<file path="src/rtl/x_scope_dump.sv">
// x_scope_dump: reads a range of scope RAM words and streams each as 4 LSB-first bytes to UART TX.
// Define X_SCOPE_DUMP_CSUM_EN to append an XOR checksum byte after the data bytes.
module x_scope_dump #(
    parameter int ADDR_W   = 11,
    parameter int DATA_W   = 32,
    parameter int READ_LAT = 1
) (
    input  logic              i_clk,
    input  logic              i_rst,
    input  logic              i_start,
    input  logic [ADDR_W-1:0] i_base,
    input  logic [ADDR_W:0]   i_count,
    output logic              o_busy,
    output logic              o_done,
    output logic              o_ren,
    output logic [ADDR_W-1:0] o_raddr,
    input  logic [DATA_W-1:0] i_rdata,
    output logic [7:0]        o_data,
    output logic              o_valid,
    input  logic              i_accept
);
    localparam int WC_W = (READ_LAT > 1) ? $clog2(READ_LAT) : 1;
`ifdef X_SCOPE_DUMP_CSUM_EN
    typedef enum logic [2:0] {IDLE, READ, WAIT, SEND, DONE, CSUM} state_t;
    localparam state_t LAST = CSUM;
`else
    typedef enum logic [2:0] {IDLE, READ, WAIT, SEND, DONE} state_t;
    localparam state_t LAST = DONE;
`endif
    state_t state, state_n;
    logic [ADDR_W-1:0] addr;
    logic [ADDR_W:0]   remaining;
    logic [DATA_W-1:0] word;
    logic [1:0]        idx;
    logic [WC_W-1:0]   wcnt;
    logic              start_ok, wait_end, word_end;
    logic [7:0]        cur_byte;

    assign start_ok = state == IDLE && i_start;
    assign wait_end = state == WAIT && wcnt == WC_W'(READ_LAT - 1);
    assign word_end = state == SEND && i_accept && idx == 2'd3;
    assign cur_byte = word[{idx, 3'b000} +: 8];
    assign o_busy   = state != IDLE;
    assign o_done   = state == DONE;
    assign o_ren    = state == READ;
    assign o_raddr  = addr;

    always_ff @(posedge i_clk or posedge i_rst) begin
        if (i_rst) state <= IDLE;
        else state <= state_n;
    end

    always_comb begin
        state_n = state;
        case (state)
            IDLE: if (i_start) state_n = (i_count == '0) ? LAST : READ;
            READ: state_n = WAIT;
            WAIT: if (wait_end) state_n = SEND;
            SEND: if (word_end) state_n = (remaining == (ADDR_W + 1)'(1)) ? LAST : READ;
`ifdef X_SCOPE_DUMP_CSUM_EN
            CSUM: if (i_accept) state_n = DONE;
`endif
            DONE: state_n = IDLE;
            default: state_n = IDLE;
        endcase
    end

    always_ff @(posedge i_clk or posedge i_rst) begin
        if (i_rst) begin
            addr      <= '0;
            remaining <= '0;
            word      <= '0;
            idx       <= '0;
            wcnt      <= '0;
        end else begin
            if (start_ok) begin
                addr      <= i_base;
                remaining <= i_count;
            end
            if (state == READ) wcnt <= '0;
            else if (state == WAIT) wcnt <= wcnt + 1'b1;
            if (wait_end) begin
                word <= i_rdata;
                idx  <= '0;
            end else if (state == SEND && i_accept) begin
                idx <= idx + 1'b1;
            end
            // address wraps naturally at 2^ADDR_W
            if (word_end) begin
                remaining <= remaining - 1'b1;
                addr      <= addr + 1'b1;
            end
        end
    end

`ifdef X_SCOPE_DUMP_CSUM_EN
    logic [7:0] csum;

    always_ff @(posedge i_clk or posedge i_rst) begin
        if (i_rst) csum <= '0;
        else if (start_ok) csum <= '0;
        else if (state == SEND && i_accept) csum <= csum ^ cur_byte;
    end

    assign o_valid = state == SEND || state == CSUM;
    assign o_data  = state == SEND ? cur_byte : state == CSUM ? csum : 8'h00;
`else
    assign o_valid = state == SEND;
    assign o_data  = o_valid ? cur_byte : 8'h00;
`endif
endmodule

</file>
<file path="config.mk">
export PLATFORM = sky130hd
export DESIGN_NAME = x_scope_dump
export DESIGN_NICKNAME = d
export VERILOG_FILES = /design/src/rtl/x_scope_dump.sv
export SDC_FILE = /design/constraint.sdc
export NUM_CORES = 1
export LEC_CHECK = 0
export CORE_MARGIN = 2
export CORE_UTILIZATION = 35
export CTS_CLUSTER_SIZE = 8
export DETAILED_ROUTE_END_ITERATION = 12
export PLACE_DENSITY_LB_ADDON = 0.08
export SLEW_MARGIN = 40
export SYNTH_ARGS = -nofsm -noshare
export SYNTH_HDL_FRONTEND = slang
export SYNTH_SLANG_ARGS = --single-unit
export TNS_END_PERCENT = 100
</file>
<file path="constraint.sdc">
create_clock -name i_clk -period 4.1 [get_ports i_clk]
set_input_delay 0.615 -clock i_clk [delete_from_list [all_inputs] [get_ports i_clk]]
set_output_delay 0.615 -clock i_clk [all_outputs]
set_load 0.01 [all_outputs]
</file>
# Word level (Yosys, flattened, before mapping)
# Cells that the tools add are included.
# Widths: inputs -> output; s select.
# totals
wordCells	47
register_bits	61
inputBits	59
# op_classes
bitwise	1
n_reduce_logical	11
shift	1
eq_ne	9
n_mux	15
addsub	4
# op_table
operator	count
$shiftx 32x6->8	1
$mux 12	2
$mux 11	2
$mux 3	5
$eq 12x1->1 const B	1
$logic_not 12->1	1
$pmux 3 s4	1
$sub 12x1->12 const B	1
$add 11x1->11 const B	1
$mux 8	1
$eq 3x2->1 const B	2
$reduce_bool 2->1	3
$logic_and 1x1->1	4
$mux 2	2
$ne 2x2->1 const B	2
$eq 3x1->1 const B	1
$eq 3x3->1 const B	1
$logic_not 3->1	1
$reduce_and 3->1	1
$reduce_bool 3->1	1
$add 2x1->2 const B	1
$eq 2x2->1 const B	1
$mux 1	2
$ne 2x1->1 const B	1
2 further kinds	2

# Longest topological paths before layout
# depth
word_depth	5
depth_mapped	7

# Worst setup path after synthesis
# Ideal clock, no wire load.
# synth_path
path_type	flip-flop to output port
start	register idx[1]
end	output port o_data[2]
arrival_time_ns	1.469
stages_incl_launch_ff	4
path_slack_ns	2.016
path_cell_list	dfrtp_1 > clkbuf_1 > mux4_2 > and2_1
# synth_via
elab_chain_cells	2
# synth_lines
element	line_no	text
from (decl)	34	logic [1:0] idx;
from (signal assigned)	86	idx <= idx + 1'b1;
$shiftx 32x6->8	42	assign cur_byte = word[{idx, 3'b000} +: 8];
$mux 8	109	assign o_data = o_valid ? cur_byte : 8'h00;
to (decl)	18	output logic [7:0] o_data,
# Every way passes these cells.

# Worst setup path after layout
# layout_path
start	register state[2]
end	output port o_data[6]
# layout_via
elab_chain_cells	2
# layout_lines
element	line_no	text
from (decl)	30	state_t state, state_n;
from (signal assigned)	50	else state <= state_n;
$eq 3x2->1	108	assign o_valid = state == SEND;
$mux 8	109	
# Every way passes these cells.

==> impl_metrics.json <==
{
  "grt_setup_unrepaired": "no",
  "final_layout_size_suffix_gt1_share_pct": 19.39,
  "track_usage_pct": 16.85,
  "p_seq_share_pct": 38.6,
  "holdCritPathClass": "reg -> reg",
  "end_kind": "primary output",
  "synth_seq_area_share_pct": 48.76,
  "min_period_ns": 3.075,
  "synth.distinct_cells": 50,
  "fin_crit_sh_pct": 75.00,
  "dieArea_mm2": 0.009717,
  "num_vias": 2544,
  "rrSetupSlack_ns": 1.52,
  "clock-sinks": 61,
  "grt_pass1_vias": 2552,
  "fin_worst_skew_ns": 0.006138,
  "async_flop_share_pct": 100.0,
  "p_per_area_mw_per_mm2": 700.9,
  "num_rows": 34,
  "worst_slack_ns": 1.025,
  "die_width_um": 98.58,
  "p_clk_share_pct": 18.7,
  "clockRootBuffer": "clkbuf_8",
  "place_area_mm2": 0.004074,
  "grt_overflow": 0,
  "cts.htree.levels": 3,
  "vias_per_cell": 5.424,
  "status": "finished clean",
  "antenna_cells": 0,
  "clk_latency_ns": 0.34,
  "worstPathRequired_ns": 3.48,
  "final-hold-violation-count": 0,
  "synth_edf_count": 0,
  "p_leak_nw": 1.680,
  "layout_common_cells": "clkdlybuf4s50_1, dfrtp_1, mux2_2",
  "drt_wl_total_um": 7883,
  "path_class": "reg -> out",
  "dp_hpwl_um": 5565,
  "drv_cap": 0,
  "pwr-share-comb_pct": 42.7,
  "slew_headroom_pct": 44.01,
  "final_net_count": 419,
  "ys_warn_count": 0,
  "p_sw_w": 0.001020,
  "die_h_um": 98.58,
  "area_growth_pct": 36.77,
  "p_int_w": 0.001981,
  "switching_share_pct": 34.00,
  "cts_made_buffers": 9,
  "boundaryPins": 82,
  "critPathLaunchType": "flop",
  "grt_first_pass_wirelength_um": 13000,
  "slew_viol_final": 0,
  "drtIter0Drc": 70,
  "cts_tree": "built",
  "netlist_area_mm2": 0.003131,
  "gp_congestion": 0.8133,
  "cts_hold_buf": 0,
  "post_cts_resized": 0,
  "cp.arrival_ns": 2.46,
  "wl_per_cell_um": 16.81,
  "syn_nets": 339,
  "antenna_found_initial": 0,
  "final.setup.tns_ns": 0,
  "portBuffers": 81,
  "drc": 0,
  "clk_pin_slew_worst_paths_ns": 0.07,
  "grt_max_degree": 41,
  "postLayoutCellArea_mm2": 0.004282,
  "preCtsSetupSlack_ns": 1.201,
  "drtPass1Iterations": 4,
  "synth_cells": 276,
  "cts_buffer_depth": 2,
  "ir_drop_v": 0.0003951,
  "fmaxAchievable_ghz": 0.3252,
  "post_cts_buffers": 0,
  "drtAntennaViolNets": 0,
  "start_util_pct": 36.07,
  "ys_ff_latch": 61,
  "worst_pin_slew_ns": 0.8367,
  "synth_ff_type": "dfrtp_1",
  "layout_commonest_cell": "clkdlybuf4s50_1",
  "setup_violations": 0,
  "cp_max_fo": 19,
  "nFillCells": 818,
  "syn_area_per_cell_um2": 11.34,
  "core_area_mm2": 0.008678
}
==> metal layers <==
layer  up-vias  global-route usage (%)  part of all wire (%)
li1       1211                       -                     -
met1      1251                   21.62                    45
met2        68                   26.74                    48
met3        14                   5.461                   4.9
met4         0                   6.322                   2.1
met5         -                       0                     0
==> area by class of cell <==
cell class	count	area (µm²)	share of cell area, %
flip-flops and latches	61	1526	35.65
multi-input cells	195	1538	35.91
clock buffers	10	137.6	3.214
clock inverters	6	70.07	1.636
inverters	5	21.27	0.4968
well taps	108	135.1	3.156
repair buffers	84	853.3	19.93
==> cells by family (layout without fill, tap and decap cells) <==
family / after synthesis / in the layout / synth area share, %
buf+inv: 20 / 105 / 2.558
flops: 61 / 61 / 48.76
xor+xnor: 1 / 1 / 0.2798
simple gates: 97 / 97 / 16.23
fa+ha+maj: 4 / 4 / 1.599
mux: 42 / 42 / 17.95
compound gates: 51 / 51 / 12.63
==> critical path, cell delays in order (launching register included) <==
cell and delay [ns]:
dfrtp_1 0.50, nand3b_1 0.27, clkinv_1 0.53, and2_1 0.34, clkdlybuf4s50_1 0.48
==> metrics by stage <==
step	std cells	hold WS, ns	power (W)	util [%]
3_5_place_dp	453	0.4765	0.002464	46.94
2_1_floorplan	276	0.4365	0.001924	-
5_1_grt	469	0.5054	0.003217	49.34
4_1_cts	469	0.4899	0.003041	49.34
3_3_place_gp	452	0.4664	0.002411	46.60
6_report	469	0.4848	0.003001	49.34
==> state kept, by name, indices dropped and copies added (netlist names) <==
name       count
idx            2
o_raddr       11
remaining     12
state          3
wcnt           1
word          32
==> power by group through the flow <==
stage	Combinational, W	Sequential (W)	Clock (W)
3_5_place_dp	0.00129	0.00117	0
4_1_cts	0.00130	0.00116	0.000582
5_1_grt	0.00140	0.00121	0.000612
2_1_floorplan	0.000853	0.00107	0
6_report	0.00128	0.00116	0.000561
3_3_place_gp	0.00125	0.00116	0
==> cells in the mapped netlist (all sizes together) (2+ instances only) <==
master / number / share of area (%)
a211oi: 5 / 1.2
a21o: 4 / 0.96
a21oi: 6 / 0.96
a221o: 7 / 2.3
a22oi: 2 / 0.48
and2: 10 / 2.0
and3: 6 / 1.2
buf: 4 / 0.64
clkbuf: 11 / 1.3
dfrtp: 61 / 49
ha: 4 / 1.6
inv: 4 / 0.48
mux2: 33 / 12
mux4: 8 / 5.8
nand2: 19 / 2.3
nand3: 10 / 1.6
nand3b: 2 / 0.48
nand4: 4 / 0.80
nor2: 21 / 2.5
nor3: 9 / 1.4
nor3b: 2 / 0.48
nor4: 5 / 1.0
o211ai: 3 / 0.72
o21a: 2 / 0.48
o21ai: 6 / 0.96
o221a: 2 / 0.72
o22ai: 2 / 0.40
o311ai: 4 / 1.1
or3: 2 / 0.56
or4: 2 / 0.60
==> worst paths after layout <==
check	start	depth (start not counted)	end
max in group asynchronous	i_rst	3	remaining[5]
min in group asynchronous	i_rst	2	word[17]
worst min register to register	remaining[9]	1	remaining[9]
worst min-delay path	remaining[9]	1	remaining[9]
worst max register to register	state[2]	5	remaining[2]
worst max-delay path	state[2]	4	o_data[6]
Note: power is estimated with default switching activity, not from simulation.
